### config.mk
export PLATFORM = sky130hd
export DESIGN_NAME = delay_line_ctrl
export DESIGN_NICKNAME = d
export VERILOG_FILES = /design/src/rtl/audio_fx_pkg.sv /design/src/rtl/rd_latency_pipe.sv /design/src/rtl/delay_line_ctrl.sv
export SDC_FILE = /design/constraint.sdc
export NUM_CORES = 1
export LEC_CHECK = 0
export ABC_AREA = 1
export BUFFER_PORTS_ARGS = -buffer_cell sky130_fd_sc_hd__buf_4
export CAP_MARGIN = 0
export CORE_MARGIN = 5
export CORE_UTILIZATION = 45
export DETAILED_ROUTE_END_ITERATION = 7
export GPL_ROUTABILITY_DRIVEN = 0
export HOLD_SLACK_MARGIN = 0.05
export PLACE_DENSITY = 0.81
export RECOVER_POWER = 100
export SYNTH_ARGS = -nofsm -noshare
export SYNTH_HDL_FRONTEND = slang
export SYNTH_HIERARCHICAL = 1
export SYNTH_SLANG_ARGS = --single-unit
### constraint.sdc
create_clock -name clk -period 2.6 [get_ports clk]
set_clock_uncertainty 0.1 [all_clocks]
set_input_delay 0.13 -clock clk [delete_from_list [all_inputs] [get_ports clk]]
set_output_delay 0.13 -clock clk [all_outputs]
set_load 0.01 [all_outputs]
### src/rtl/audio_fx_pkg.sv
// Shared definitions for the audio effects blocks: default widths and the
// delay-line controller state encoding.
package audio_fx_pkg;

    localparam int unsigned DATA_WIDTH = 16;
    localparam int unsigned ADDR_WIDTH = 10;
    localparam int unsigned RAM_DEPTH  = 1024;
    localparam int unsigned RD_LATENCY = 2;

    typedef enum logic [2:0] {
        ST_IDLE  = 3'd0,
        ST_FILL  = 3'd1,
        ST_RUN   = 3'd2,
        ST_TRIM  = 3'd3,
        ST_FLUSH = 3'd4
    } dl_state_e;

    // States in which incoming samples are written into the delay FIFO.
    function automatic logic is_stream_state(input dl_state_e s);
        return (s == ST_FILL) || (s == ST_RUN) || (s == ST_TRIM);
    endfunction

endpackage

### src/rtl/rd_latency_pipe.sv
// Tracks each accepted sample through the FIFO read latency and presents the
// delayed sample (FIFO data or zero) with a one-cycle valid strobe.
module rd_latency_pipe #(
    parameter int unsigned data_width = 16,
    parameter int unsigned rd_latency = 2
) (
    input  logic                         clk,
    input  logic                         reset_n,
    input  logic                         issue_i,
    input  logic                         use_fifo_i,
    input  logic signed [data_width-1:0] fifo_data_i,
    output logic signed [data_width-1:0] sample_o,
    output logic                         valid_o
);

    logic [rd_latency-1:0] valid_q;
    logic [rd_latency-1:0] sel_q;

    always_ff @(posedge clk or negedge reset_n) begin
        if (!reset_n) begin
            valid_q <= '0;
            sel_q   <= '0;
        end else begin
            valid_q[0] <= issue_i;
            sel_q[0]   <= issue_i && use_fifo_i;
            for (int unsigned i = 1; i < rd_latency; i++) begin
                valid_q[i] <= valid_q[i-1];
                sel_q[i]   <= sel_q[i-1];
            end
        end
    end

    // FIFO read data is valid exactly in the cycle the tracking bit emerges,
    // so it is passed through here rather than re-registered.
    assign valid_o  = valid_q[rd_latency-1];
    assign sample_o = (valid_o && sel_q[rd_latency-1]) ? fifo_data_i : '0;

endmodule

### src/rtl/delay_line_ctrl.sv
// Delay-line controller: keeps an external FIFO filled to delay_len samples,
// streams delayed samples out, and trims/refills when the delay changes.
module delay_line_ctrl
    import audio_fx_pkg::*;
#(
    parameter int unsigned data_width    = DATA_WIDTH,
    parameter int unsigned address_width = ADDR_WIDTH,
    parameter int unsigned ram_depth     = RAM_DEPTH,
    parameter int unsigned rd_latency    = RD_LATENCY
) (
    input  logic                            clk,
    input  logic                            reset_n,
    input  logic                            enable,
    input  logic [address_width-1:0]        delay_len,
    input  logic                            sample_valid,
    input  logic signed [data_width-1:0]    sample_in,
    output logic                            fifo_wr_en,
    output logic                            fifo_rd_en,
    output logic signed [data_width-1:0]    fifo_data_in,
    input  logic signed [data_width-1:0]    fifo_data_out,
    input  logic [address_width-1:0]        fifo_fill,
    input  logic                            fifo_full,
    input  logic                            fifo_empty,
    output logic signed [data_width-1:0]    sample_out,
    output logic                            sample_out_valid,
    output logic [2:0]                      state,
    output logic                            overflow,
    output logic                            underrun
);

    localparam int unsigned AW1   = address_width + 1;
    localparam int unsigned GAP_W = $clog2(rd_latency + 3);
    localparam logic [AW1-1:0]   DELAY_MAX  = AW1'(ram_depth - 1);
    localparam logic [GAP_W-1:0] GAP_RELOAD = GAP_W'(rd_latency + 1);

    dl_state_e          state_q;
    logic               discard_q;
    logic [GAP_W-1:0]   gap_q;
    logic               overflow_q;
    logic               underrun_q;

    logic [AW1-1:0]     fill_ext;
    logic [AW1-1:0]     fill_p1;
    logic [AW1-1:0]     delay_ext;
    logic               accept;
    logic               need_read;
    logic               wr_en_c;
    logic               rd_req;
    logic               discard_rd;
    logic               flush_rd;

    assign fill_ext = {1'b0, fifo_fill};
    assign fill_p1  = fill_ext + AW1'(1);

    // Out-of-range delay requests are clamped to what the FIFO can hold.
    always_comb begin
        delay_ext = {1'b0, delay_len};
        if (delay_ext > DELAY_MAX) begin
            delay_ext = DELAY_MAX;
        end
        if (delay_ext == '0) begin
            delay_ext = AW1'(1);
        end
    end

    assign accept     = sample_valid && enable && is_stream_state(state_q) && (gap_q == '0);
    assign need_read  = accept && ((state_q == ST_RUN) || (state_q == ST_TRIM));
    assign wr_en_c    = accept && !fifo_full;
    assign rd_req     = need_read && !fifo_empty;
    assign discard_rd = discard_q && !fifo_empty;
    assign flush_rd   = (state_q == ST_FLUSH) && !fifo_empty;

    assign fifo_wr_en   = wr_en_c;
    assign fifo_data_in = wr_en_c ? sample_in : '0;
    assign fifo_rd_en   = rd_req || discard_rd || flush_rd;

    always_ff @(posedge clk or negedge reset_n) begin
        if (!reset_n) begin
            state_q    <= ST_IDLE;
            discard_q  <= 1'b0;
            gap_q      <= '0;
            overflow_q <= 1'b0;
            underrun_q <= 1'b0;
        end else begin
            discard_q <= 1'b0;
            if (gap_q != '0) begin
                gap_q <= gap_q - GAP_W'(1);
            end
            if (accept) begin
                gap_q <= GAP_RELOAD;
            end
            if (accept && fifo_full) begin
                overflow_q <= 1'b1;
            end
            if (need_read && fifo_empty) begin
                underrun_q <= 1'b1;
            end

            case (state_q)
                ST_IDLE: begin
                    if (enable) begin
                        state_q    <= ST_FILL;
                        overflow_q <= 1'b0;
                        underrun_q <= 1'b0;
                    end
                end
                ST_FILL, ST_RUN, ST_TRIM: begin
                    if (!enable) begin
                        state_q <= ST_FLUSH;
                    end else if (accept) begin
                        // fifo_fill is the occupancy before this sample's write.
                        case (state_q)
                            ST_FILL: begin
                                if (fill_p1 >= delay_ext) begin
                                    state_q <= ST_RUN;
                                end
                            end
                            ST_RUN: begin
                                if (fill_ext < delay_ext) begin
                                    state_q <= ST_FILL;
                                end else if (fill_ext > delay_ext) begin
                                    state_q <= ST_TRIM;
                                end
                            end
                            default: begin
                                if (fill_ext == delay_ext) begin
                                    state_q <= ST_RUN;
                                end else if (fill_ext < delay_ext) begin
                                    state_q <= ST_FILL;
                                end else begin
                                    discard_q <= 1'b1;
                                end
                            end
                        endcase
                    end
                end
                ST_FLUSH: begin
                    if (fifo_empty) begin
                        state_q <= ST_IDLE;
                    end
                end
                default: begin
                    state_q <= ST_IDLE;
                end
            endcase
        end
    end

    assign state    = state_q;
    assign overflow = overflow_q;
    assign underrun = underrun_q;

    rd_latency_pipe #(
        .data_width (data_width),
        .rd_latency (rd_latency)
    ) u_rd_pipe (
        .clk         (clk),
        .reset_n     (reset_n),
        .issue_i     (accept),
        .use_fifo_i  (rd_req),
        .fifo_data_i (fifo_data_out),
        .sample_o    (sample_out),
        .valid_o     (sample_out_valid)
    );

endmodule

Word-level counts from Yosys, hierarchy flattened

Index checks and enable logic that the tools add are counted.

Multiplexer cells: 28
Magnitude comparators: 3
Add/sub/neg operators: 2
Equal/unequal tests: 11
Reduce and logical (&&, ||, !) cells: 27

Operators with widths:

| kind                  | number |
|---|---|
| $mux 3                | 11 |
| $mux 16               | 2 |
| $logic_and 1x1->1     | 12 |
| $mux 1                | 12 |
| $add 10x1->11 const B | 1 |
| $ge 11x10->1          | 1 |
| $eq 10x10->1          | 1 |
| $gt 10x10->1          | 1 |
| $logic_not 10->1      | 1 |
| $lt 10x10->1          | 1 |
| $mux 10               | 1 |
| $pmux 3 s3            | 1 |
| $eq 3x2->1 const B    | 2 |
| $logic_not 3->1       | 2 |
| $ne 6x6->1 const B    | 1 |
| $pmux 3 s2            | 1 |
| $reduce_and 6->1      | 1 |
| $logic_or 1x1->1      | 5 |
| $ne 5x5->1 const B    | 1 |
| $ne 2x2->1 const B    | 2 |
| $ne 4x4->1 const B    | 1 |
| $eq 3x1->1 const B    | 1 |
| $eq 3x3->1 const B    | 1 |
| $ne 3x3->1 const B    | 1 |
| 6 further kinds       | 7 |

Input bits: 58
Register bits: 13
Word-level logic and storage cells: 78
Output and inout bits: 40

Depth between registers and ports, before layout

Gate-level depths: netlist (run 1).

Depth after elaboration: 10
Depth in mapped cells: 17
Mapped depth without buffers: 17

Modules after synthesis

Netlist (run 1), hierarchy kept.

Modules (own cells, without submodules):

| module          | cells each | sequential area each (um^2) | area each (um^2) | times used |
|---|---|---|---|---|
| delay_line_ctrl | 221        | 225.2                       | 1501.4           | 1 |
| rd_latency_pipe | 40         | 100.1                       | 275.3            | 1 |

Worst setup path after synthesis (run 1)

Ideal clock, no wire load.

Path type: input -> register
From: input port fifo_fill[1]
To: register state_q[1] (netlist: state[1])
Data arrival time: 1.774 ns
Path buffers: 0
Stages: 14
Data required time: 2.435 ns
Path slack: 0.661 ns
Path through: nand3_1 -> nor3b_1 -> nand4_1 -> xnor2_1 -> ha_1 -> a21oi_1 -> nand4_1 -> nor2_1 -> nand2_1 -> nand3_1 -> nand2_1 -> nand2_1 -> nand2_1 -> nand2_1

Longest elaborated chain between the ends: 6
Elaborated cells between the ends (all ways): 15
Those cells by class: add/sub: 1; order compare: 3; eq/ne: 4; mux: 6; reduce/logical: 1

RTL lines:

| element                                                               | line                   | RTL |
|---|---|---|
| start, declared                                                       | delay_line_ctrl.sv:21  | `input logic [address_width-1:0] fifo_fill,` |
| parallel branches: the longest is 6 deep, another holds $add 10x1->11 | -                      |  |
| end signal, assigned                                                  | delay_line_ctrl.sv:102 | `state_q <= ST_FILL;` |
| end signal, assigned                                                  | delay_line_ctrl.sv:109 | `state_q <= ST_FLUSH;` |
| end signal, assigned                                                  | delay_line_ctrl.sv:115 | `state_q <= ST_RUN;` |
| end, declared                                                         | delay_line_ctrl.sv:36  | `dl_state_e state_q;` |

Several ways; the timed one is not identified. The select of a mux whose other input is x is not followed.
A chain may end at the register's enable or synchronous reset.

Worst setup path after layout (run 1)

From: register state_q[0] (netlist: state[0])
To: output port fifo_rd_en

Longest elaborated chain between the ends: 9
Elaborated cells between the ends (all ways): 14
Those cells by class: eq/ne: 4; reduce/logical: 10

RTL lines:

| element                                         | line                   | RTL |
|---|---|---|
| start signal, assigned                          | delay_line_ctrl.sv:79  | `state_q <= ST_IDLE;` |
| start signal, assigned                          | delay_line_ctrl.sv:102 |  |
| start signal, assigned                          | delay_line_ctrl.sv:109 |  |
| $eq 3x1->1 / $eq 3x2->1 (equally long branches) | audio_fx_pkg.sv:20     | `return (s == ST_FILL) \|\| (s == ST_RUN) \|\| (s == ST_TRIM);` |
| $logic_or 1x1->1                                | audio_fx_pkg.sv:20     |  |
| $logic_or 1x1->1 (*)                            | audio_fx_pkg.sv:20     |  |
| $logic_and 1x1->1 (*) (2 in a row)              | delay_line_ctrl.sv:66  | `assign accept = sample_valid && enable && is_stream_state(state_q) && (gap_q == '0);` |
| via accept                                      | delay_line_ctrl.sv:45  | `logic accept;` |
| $logic_and 1x1->1 (*)                           | delay_line_ctrl.sv:67  | `assign need_read = accept && ((state_q == ST_RUN) \|\| (state_q == ST_TRIM));` |
| $logic_and 1x1->1 (*)                           | delay_line_ctrl.sv:69  | `assign rd_req = need_read && !fifo_empty;` |
| $logic_or 1x1->1 (*) (2 in a row)               | delay_line_ctrl.sv:75  | `assign fifo_rd_en = rd_req \|\| discard_rd \|\| flush_rd;` |
| end, declared                                   | delay_line_ctrl.sv:18  | `output logic fifo_rd_en,` |

The timed path passes the listed nets; every way through them passes the cells marked *.

==> results of run 1 <==
power breakdown:
part / internal, mW / switching, mW
clock: 0.108 / 0.0692
combinational: 0.229 / 0.330
sequential: 0.253 / 0.0499
worst register-to-register path, stage by stage (launching register included):
cell	delay [ns]
dfrtp_1	0.47
nor2_1	0.11
clkinv_1	0.07
nand2_1	0.08
nor2_4	0.16
nand2_4	0.09
nor2_8	0.13
inv_4	0.07
nor2_1	0.16
inv_1	0.08
nor2_1	0.08
nand2_1	0.05
inv_1	0.04
Yosys cell counts:
master    instances
a21o_1            1
a21oi_1          10
a22oi_1           1
a31o_2            1
and3_1            1
buf_12            1
buf_6             1
dfrtp_1          13
ha_1             23
inv_1            71
inv_2             1
inv_4             2
nand2_1          46
nand2_2           2
nand2_4           1
nand3_1          10
nand3b_1          2
nand4_1           6
nor2_1           26
nor2_2           10
nor2_4           12
nor2_8            2
nor3b_1           1
nor4_1            3
o211ai_1          1
o21ai_0           3
o21bai_1          1
xnor2_1           4
xor2_1            5
layout make-up:
type                            instances  area share (%)
Sequential cell                        13           13.27
Clock buffer                            4           1.838
Tap cell                               48           2.450
Timing Repair Buffer                  100           24.81
Multi-Input combinational cell        172           46.09
Inverter                               74           11.54
registers in the layout, summed over array words and instances, names as in the netlist:
name / flops
state: 3
discard_q: 1
gap_q: 3
overflow: 1
underrun: 1
u_rd_pipe/sel_q: 2
u_rd_pipe/valid_q: 2
layer usage:
| layer | up-vias | global-route usage, % | share of wire (%) |
|---|---|---|---|
| met3 | 4 | 4.270 | 9.6 |
| li1 | 993 | - | - |
| met5 | - | 0 | 0 |
| met4 | 0 | 3.484 | 0.80 |
| met2 | 65 | 32.97 | 51 |
| met1 | 829 | 20.33 | 39 |
per-stage QoR:
| stage | setup WS (ns) | cells | hold slack [ns] | power [mW] | area, sq um |
|---|---|---|---|---|---|
| after floorplan | 0.6609 | 261 | -0.2656 | 0.6866 | 1777 |
| after global placement | 0.4081 | 404 | -0.1179 | 0.8807 | 2534 |
| after detailed placement | 0.3311 | 404 | -0.1153 | 0.8987 | 2534 |
| after CTS | 0.5085 | 411 | 0.08051 | 1.086 | 2609 |
| after global routing | 0.1980 | 411 | 0.07910 | 1.149 | 2451 |
| final | 0.4240 | 411 | 0.08438 | 1.040 | 2451 |
path summary, 6_finish.rpt:
check                                                 end  slack [ns]  depth (start not counted)
max                                            fifo_rd_en        0.42                         11
min                        u_rd_pipe/valid_q[0]$_DFF_PN0_        0.08                          3
max in group asynchronous  u_rd_pipe/valid_q[1]$_DFF_PN0_        1.58                          2
max reg2reg                  u_rd_pipe/sel_q[0]$_DFF_PN0_        0.86                         12
min reg2reg                  u_rd_pipe/sel_q[1]$_DFF_PN0_        0.24                          0
min in group asynchronous              overflow$_DFF_PN0_        0.36                          2
kinds of logic (layout without fill, tap and decap cells):
kind of cell	Yosys count	count (layout)	share of synthesized area (%)
and+or+nand+nor	122	122	37.54
buffers and inverters	76	178	17.68
adders and majority gates	23	23	16.20
AOI/OAI and AO/OA	18	18	5.846
DFF	13	13	18.31
xor gates and xnor gates	9	9	4.436
what timing repair did:
action / CTS / global route
hold buffers: 3 / 0
resized for setup: 0 / 0
hold endpoints to repair: 17 / 0
setup endpoints to repair: 0 / 0
==> summary.md, run 1 <==
| Metric | Value |
|---|---|
| VDD IR max | 0.4383 mV |
| Final setup fails | 0 |
| Top cells by area, synth | dfrtp_1 (18%), ha_1 (16%), inv_1 (15%) |
| Worst-skew pair later-pin latency | 0.24 ns |
| Global-route wire length before repair | 7.679 mm |
| NumNets Final | 445 |
| Slew Limit Headroom | 51.94% |
| Crit share post-route | 83.69% |
| Worst path buffer plus inverter count | 4 |
| Most Frequent Cell on Critical Path | nor2_1 |
| Syn_area_per_cell | 6.807 sq um |
| Setup Fix Bufs, Post-CTS | 0 |
| Sequential area share after synthesis | 18.31% |
| CP peak stage delay | 0.47 ns |
| Top-area cell type share of the netlist area | 18.31% |
| Ports | 98 |
| Pin count of the biggest net entering global routing | 17 |
| Total gr overflow | 0 |
| Critical path capture point type | output port |
| Die area | 5305 sq um |
| Antenna cells | 0 |
| Initial Util | 47.46% |
| Synth area leader | dfrtp_1 |
| Worst EP required | 2.37 ns |
| Delay-heaviest family, CP | simple AND/OR/NAND/NOR gates |
| Area occupied by multi-input gates | 1130 sq um |
| Syn nets | 342 |
| Post-synthesis cell count | 261 |
| CTS sink count | 13 |
| Row Count | 22 |
| Leading cell type in the layout, fill and taps excluded | inv_1 |
| Share of layout cells above drive strength 1 | 23.97% |
| Vias per cell | 4.601 |
| Die width | 72.84 microns |
| Final Hold Violating Endpoints | 0 |
| Vias in the first global route | 1800 |
| TritonCTS clock tree | done |
| MaxCap Viol Count | 0 |
| Hold/Removal Path Class | in2reg |
| Area grow syn2layout | 37.96% |
| TritonCTS Buffers | 3 |
| Number of remaining DRC errors | 0 |
| Max Freq | 459.6 MHz |
| IO buf count | 97 |
| Least-Margin Pin Slew | 0.7209 ns |
| Initial antenna violation count | 0 |
| Reg area | 325.3 sq um |
| Total Wirelength | 4.735 mm |
| Area of the core | 3744 sq um |
| Slowest CP cell | dfrtp_1 |
| Die Ht | 72.84 microns |
| Critical hold path startpoint | sample_valid |
| R2r startpoint | state[0]$_DFFE_PN0P_ |
| H-tree Lvls | 1 |
| Critical Path AT | 1.95 ns |
| Outcome | complete, no violations |
| Crit Path Class | reg2out |
| Setup crit start | state[0]$_DFFE_PN0P_ |
| Iter 0 DRT Violations | 43 |
| Crit path time final | 2.176 ns |
| Crit Path Max Fanout | 7 |
| Leak Pwr | 1.434 nW |
| Startpoint Class | flip-flop |
| Setup TNS Final | 0 ns |
| CP cell instances | nor2_1 > clkinv_1 > nand2_1 > nor2_4 > nand2_4 > nor2_8 > inv_4 > nor2_1 > inv_1 > a21oi_1 > clkbuf_1 |
| Seq cells post-synth | 13 |
| RSZ-0062 raised after global routing | false |
| Clk pin slew, worst setup/hold paths | 0.05 ns |
| Layout Utilization | 65.47% |
| Post-synthesis cell type count | 29 |
| ANT nets after route | 0 |
| Maximum buffer depth of the clock tree | 2 |
| DPL Wire Length | 4.081 mm |
| Commonest non-fill, non-tap cells in the layout | inv_1 (71), buf_4 (56), nand2_1 (48) |
| Wire per inst | 11.52 microns |
| Mapped cell area | 1777 sq um |
| Total number of vias | 1891 |
| DR pass1 iterations | 4 |
| Ys Warns | 6 |
| All-Layer GR Usage | 17.69% |
| Fin. max-slew vios | 0 |
| Power density over the cells | 424.2 nW/um^2 |
| # fillers | 390 |
| Root Buffer | clkbuf_8 |
No activity file was read; power rests on OpenSTA's default activity.
==> run 2, diff against run 1 <==
==> constraint.sdc (replaced) <==
create_clock -name clk -period 2.2 [get_ports clk]
set_clock_uncertainty 0.1 [all_clocks]
set_input_delay 0.11 -clock clk [delete_from_list [all_inputs] [get_ports clk]]
set_output_delay 0.11 -clock clk [all_outputs]
set_load 0.01 [all_outputs]
==> summary.md, run 2 (synthesis gave the netlist of run 1 again) <==
| Metric | Value |
|---|---|
| Outcome | complete, no violations (unchanged) |
| R2R depth | 10 (was 12) |
| All-Layer GR Usage | 18.03% (was 17.69%) |
| R2r startpoint | state[2]$_DFFE_PN0P_ (was state[0]$_DFFE_PN0P_) |
| Startpoint Class | flip-flop (unchanged) |
| Share of layout cells above drive strength 1 | 27.47% (was 23.97%) |
| Crit Path Class | reg2out (unchanged) |
| Final Hold Violating Endpoints | 0 (unchanged) |
| Initial Util | 47.46% (unchanged) |
| Least-Margin Pin Slew | 0.6955 ns (was 0.7209 ns) |
| ANT nets after route | 0 (unchanged) |
| Fin cells | 412 (was 411) |
| Initial antenna violation count | 0 (unchanged) |
| Fin. max-slew vios | 0 (unchanged) |
| Hold slack | 0.05955 ns (was 0.08438 ns) |
| Antenna cells | 0 (unchanged) |
| Max Freq | 493.4 MHz |
| Crit Path Max Fanout | 16 (was 7) |
| Placed Instances | 405 (was 404) |
| Global-route wire length before repair | 7.721 mm (was 7.679 mm) |
| Post-DP Area | 2541 sq um (was 2534 sq um) |
| # fillers | 388 (was 390) |
| TritonCTS clock tree | done (unchanged) |
| Root Buffer | clkbuf_8 (unchanged) |
| Power density over the cells | 503.3 nW/um^2 (was 424.2 nW/um^2) |
| Area occupied by multi-input gates | 1132 sq um (was 1130 sq um) |
| MaxCap Viol Count | 0 (unchanged) |
| Die area | 5305 sq um (unchanged) |
| Commonest non-fill, non-tap cells in the layout | inv_1 (70), buf_4 (63), nand2_1 (47) (was inv_1 (71), buf_4 (56), nand2_1 (48)) |
| Reg2reg end | state[1]$_DFFE_PN0P_ (was u_rd_pipe/sel_q[0]$_DFF_PN0_) |
| Worst EP required | 1.99 ns (was 2.37 ns) |
| Crit path time final | 2.027 ns |
| Row Count | 22 (unchanged) |
| CP cell instances | nor2_2 > inv_2 > nand2_2 > nor2_4 > nand2_4 > nor2_8 > inv_4 > nor2_8 > inv_4 > nor2_1 > clkbuf_4 (was nor2_1 > clkinv_1 > nand2_1 > nor2_4 > nand2_4 > nor2_8 > inv_4 > nor2_1 > inv_1 > a21oi_1 > clkbuf_1) |
| Post-layout worst setup margin | 0.1734 ns (was 0.4240 ns) |
| Slack of the worst reg-to-reg path | 0.60 ns (was 0.86 ns) |
| Critical path capture point type | output port (unchanged) |
| Critical hold path startpoint | sample_valid (unchanged) |
| CP peak stage delay | 0.45 ns (was 0.47 ns) |
| Maximum buffer depth of the clock tree | 2 (unchanged) |
| Layout Utilization | 66.51% (was 65.47%) |
| Iter 0 DRT Violations | 40 (was 43) |
| Leak Pwr | 1.468 nW (was 1.434 nW) |
| Worst hold path depth | 3 (unchanged) |
| Pin count of the biggest net entering global routing | 17 (unchanged) |
| IO buf count | 97 (unchanged) |
| Setup TNS Final | 0 ns (unchanged) |
| Wire per inst | 11.62 microns (was 11.52 microns) |
| DP Worst Slack | 0.006698 ns (was 0.3311 ns) |
| DPL Wire Length | 4.159 mm (was 4.081 mm) |
| Area grow syn2layout | 40.14% (was 37.96%) |
| Final design area excluding fillers | 2490 sq um (was 2451 sq um) |
| Crit share post-route | 92.12% |
| Clk pin slew, worst setup/hold paths | 0.05 ns (about the same) |
| H-tree Lvls | 1 (unchanged) |
| Reg area | 327.8 sq um (was 325.3 sq um) |
| Die Ht | 72.84 microns (unchanged) |
| Total gr overflow | 0 (unchanged) |
| Slowest CP cell | dfrtp_2 (was dfrtp_1) |
| Vias per cell | 4.527 (was 4.601) |
| Slew Limit Headroom | 53.63% (was 51.94%) |
| Critical Path AT | 1.82 ns (was 1.95 ns) |
| Worst-skew pair later-pin latency | 0.24 ns (about the same) |
| Final setup fails | 0 (unchanged) |
| Pwr Total | 1.253 mW (was 1.040 mW) |
| Ports | 98 (unchanged) |
| Total Wirelength | 4.787 mm (was 4.735 mm) |
| Total number of vias | 1865 (was 1891) |
| CTS sink count | 13 (unchanged) |
| Hold/Removal Path Class | in2reg (unchanged) |
| Die width | 72.84 microns (unchanged) |
| Leading cell type in the layout, fill and taps excluded | inv_1 (unchanged) |
| Area of the core | 3744 sq um (unchanged) |
| TritonCTS Buffers | 3 (unchanged) |
| Number of remaining DRC errors | 0 (unchanged) |
| VDD IR max | 0.5468 mV (was 0.4383 mV) |
| NumNets Final | 446 (was 445) |
| Hold Path Sink | u_rd_pipe/valid_q[0]$_DFF_PN0_ (unchanged) |
| Vias in the first global route | 1754 (was 1800) |
| DR pass1 iterations | 4 (unchanged) |
| Setup Fix Bufs, Post-CTS | 0 (unchanged) |
[run 2: critical path: cells and delay by family, from the launching register on]
family | cells | cell delay, ns
flip-flops | 1 | 0.45
buffers and inverters | 4 | 0.56
AND/OR/NAND/NOR | 7 | 0.57
[run 2: cell type report]
| type | count | share of cell area [%] |
|---|---|---|
| multi-input cells | 172 | 45.48 |
| repair buffers | 101 | 25.78 |
| flip-flops and latches | 13 | 13.17 |
| inverters | 74 | 11.36 |
| well taps | 48 | 2.412 |
| clock buffers | 4 | 1.809 |
[run 2: worst max path at each step]
| stage | to | startpoint | slack, ns |
|---|---|---|---|
| finish | fifo_data_in[0] | state[1]$_DFFE_PN0P_ | 0.17 |
| global route | state[1]$_DFFE_PN0P_ | fifo_fill[2] | -0.01 |
| CTS | fifo_data_in[0] | state[1]$_DFFE_PN0P_ | 0.15 |
| detailed placement | state[1]$_DFFE_PN0P_ | fifo_fill[2] | 0.007 |
| global placement | state[1]$_DFFE_PN0P_ | fifo_fill[2] | 0.10 |
| floorplan | state[1]$_DFFE_PN0P_ | fifo_fill[1] | 0.28 |
[run 2: power by group]
part | switching (mW) | internal [mW]
combinational | 0.390 | 0.292
sequential | 0.0585 | 0.302
clock | 0.0822 | 0.128
[run 2: routing by layer]
metal / track usage, % / part of all wire (%) / vias to the layer above / wire length [microns]
li1: - / - / 996 / -
met3: 4.821 / 8.3 / 5 / 396
met1: 20.66 / 39 / 812 / 1868
met5: 0 / 0 / - / 0
met4: 4.508 / 0.79 / 0 / 38
met2: 32.87 / 52 / 52 / 2483
[run 2: timing repair]
item                                   in CTS  in global routing
hold buffers                                3                  0
setup endpoints to repair                   0                  6
gates resized for setup                     0                  3
endpoints found under the hold margin      17                  0
==> run 3, diff against run 2 <==
--- a/config.mk
+++ b/config.mk
@@ -15,6 +15,7 @@
 export HOLD_SLACK_MARGIN = 0.05
 export PLACE_DENSITY = 0.81
 export RECOVER_POWER = 100
+export REMOVE_ABC_BUFFERS = 1
 export SYNTH_ARGS = -nofsm -noshare
 export SYNTH_HDL_FRONTEND = slang
 export SYNTH_HIERARCHICAL = 1
==> summary.md, run 3 (synthesis gave the netlist of run 1 again) <==
| Metric | Value |
|---|---|
| Outcome | complete, no violations (unchanged) |
| Slew Limit Headroom | 51.94% (was 53.63%) |
| Worst EP required | 1.99 ns (about the same) |
| Max Freq | 499.5 MHz (was 493.4 MHz) |
| Critical path capture point type | output port (unchanged) |
| Worst-skew pair later-pin latency | 0.24 ns (about the same) |
| TritonCTS Buffers | 3 (unchanged) |
| Total Wirelength | 4.639 mm (was 4.787 mm) |
| Total number of vias | 1963 (was 1865) |
| Post-layout worst setup margin | 0.1981 ns (was 0.1734 ns) |
| DPL Wire Length | 4.106 mm (was 4.159 mm) |
| Vias in the first global route | 1878 (was 1754) |
| Met1 WL | 1.883 mm (was 1.868 mm) |
| CTS sink count | 13 (unchanged) |
| Delay-heaviest family, CP | simple AND/OR/NAND/NOR gates (unchanged) |
| Critical Path AT | 1.79 ns (was 1.82 ns) |
| Die width | 72.84 microns (unchanged) |
| Setup Fix Bufs, Post-CTS | 0 (unchanged) |
| Number of remaining DRC errors | 0 (unchanged) |
| Met3 WL | 565 microns (was 396 microns) |
| Area grow syn2layout | 39.08% (was 40.14%) |
| Share of layout cells above drive strength 1 | 26.78% (was 27.47%) |
| Crit Path Class | reg2out (unchanged) |
| Total gr overflow | 0 (unchanged) |
| DR pass1 iterations | 4 (unchanged) |
| Crit Path Max Fanout | 7 (was 16) |
| Crit share post-route | 91.00% (was 92.12%) |
| MaxCap Viol Count | 0 (unchanged) |
| Vias per cell | 4.742 (was 4.527) |
| Final Hold Violating Endpoints | 0 (unchanged) |
| Startpoint Class | flip-flop (unchanged) |
| Root Buffer | clkbuf_8 (unchanged) |
| All-Layer GR Usage | 16.92% (was 18.03%) |
| TritonCTS clock tree | done (unchanged) |
| Leading cell type in the layout, fill and taps excluded | inv_1 (unchanged) |
| CP cell instances | nor2_2 > inv_2 > nand2_2 > nor2_4 > nand2_4 > nor2_8 > inv_4 > nor2_1 > inv_1 > a21oi_1 > buf_4 (was nor2_2 > inv_2 > nand2_2 > nor2_4 > nand2_4 > nor2_8 > inv_4 > nor2_8 > inv_4 > nor2_1 > clkbuf_4) |
| Hold/Removal Path Class | in2reg (unchanged) |
| Die area | 5305 sq um (unchanged) |
| Initial Util | 47.46% (unchanged) |
| Iter 0 DRT Violations | 35 (was 40) |
| NumNets Final | 448 (was 446) |
| Leak Pwr | 1.489 nW (was 1.468 nW) |
| Least-Margin Pin Slew | 0.7191 ns (was 0.6955 ns) |
| Global-route wire length before repair | 7.431 mm (was 7.721 mm) |
| Antenna cells | 0 (unchanged) |
| Wire per inst | 11.21 microns (was 11.62 microns) |
| Power density over the cells | 516.4 nW/um^2 (was 503.3 nW/um^2) |
| Crit path time final | 2.002 ns (was 2.027 ns) |
| DP Worst Slack | 0.02316 ns (was 0.006698 ns) |
| RSZ-0062 raised after global routing | false |
| Pwr Total | 1.276 mW (was 1.253 mW) |
| Row Count | 22 (unchanged) |
| Maximum buffer depth of the clock tree | 2 (unchanged) |
| Hold slack | 0.05879 ns (was 0.05955 ns) |
| Initial antenna violation count | 0 (unchanged) |
| Area of the core | 3744 sq um (unchanged) |
| Worst path buffer plus inverter count | 4 (unchanged) |
| H-tree Lvls | 1 (unchanged) |
| Final setup fails | 0 (unchanged) |
| Setup TNS Final | 0 ns (unchanged) |
| Highest Signal Layer | met4 (unchanged) |
| Slowest CP cell | dfrtp_2 (unchanged) |
| Pin count of the biggest net entering global routing | 17 (unchanged) |
| Met2 wire length | 2.143 mm (was 2.483 mm) |
| Commonest non-fill, non-tap cells in the layout | inv_1 (71), buf_4 (68), nand2_1 (47) (was inv_1 (70), buf_4 (63), nand2_1 (47)) |
| Clk pin slew, worst setup/hold paths | 0.06 ns (was 0.05 ns) |
| Die Ht | 72.84 microns (unchanged) |
| Fin. max-slew vios | 0 (unchanged) |
| CP peak stage delay | 0.44 ns (was 0.45 ns) |
| IO buf count | 97 (unchanged) |
| ANT nets after route | 0 (unchanged) |
| Ports | 98 (unchanged) |
| VDD IR max | 0.3166 mV (was 0.5468 mV) |
run 3: worst min-delay path: stages:
cell,delay (ns)
buf_4,0.12
nand2_4,0.09
nor2_8,0.05
run 3: final cells by class:
cell class	instances	area, sq um
Sequential cell	13	326.6
Inverter	74	282.8
Tap cell	48	60.06
Multi-Input combinational cell	172	1092
Timing Repair Buffer	103	664.4
Clock buffer	4	45.04
Fill cell	379	1272
run 3: what timing repair did:
action                     4_1_cts  5_1_grt
setup endpoints to repair        0        2
hold endpoints to repair        17        0
gates resized for setup          0        2
hold buffers                     3        0
run 3: worst paths after layout:
check,start,endpoint,slack [ns],cells past startpoint
max,state[0]$_DFFE_PN0P_,fifo_rd_en,0.20,11
min,sample_valid,u_rd_pipe/valid_q[0]$_DFF_PN0_,0.06,3
max reg2reg,state[1]$_DFFE_PN0P_,state[0]$_DFFE_PN0P_,0.54,12
min reg2reg,u_rd_pipe/sel_q[0]$_DFF_PN0_,u_rd_pipe/sel_q[1]$_DFF_PN0_,0.24,0
max in group asynchronous,reset_n,state[0]$_DFFE_PN0P_,1.17,2
min in group asynchronous,reset_n,state[1]$_DFFE_PN0P_,0.34,2
run 3: through the flow:
stage | utilization, % | cell area (sq um) | instances
floorplan | - | 1745 | 259
global placement | 68.28 | 2556 | 407
detailed placement | 68.28 | 2556 | 407
global route | 66.01 | 2471 | 414
CTS | 70.29 | 2631 | 414
finish | 66.01 | 2471 | 414
run 3: power by group:
group | internal, mW | leakage (nW) | switching (mW)
Combinational | 0.305 | 1.30 | 0.413
Clock | 0.128 | 0.0228 | 0.0860
Sequential | 0.301 | 0.171 | 0.0440
run 3: routing by layer:
layer | vias up | track usage [%]
met5 | - | 0
met4 | 0 | 3.689
met3 | 6 | 5.785
met2 | 90 | 30.66
met1 | 868 | 19.00
li1 | 999 | -
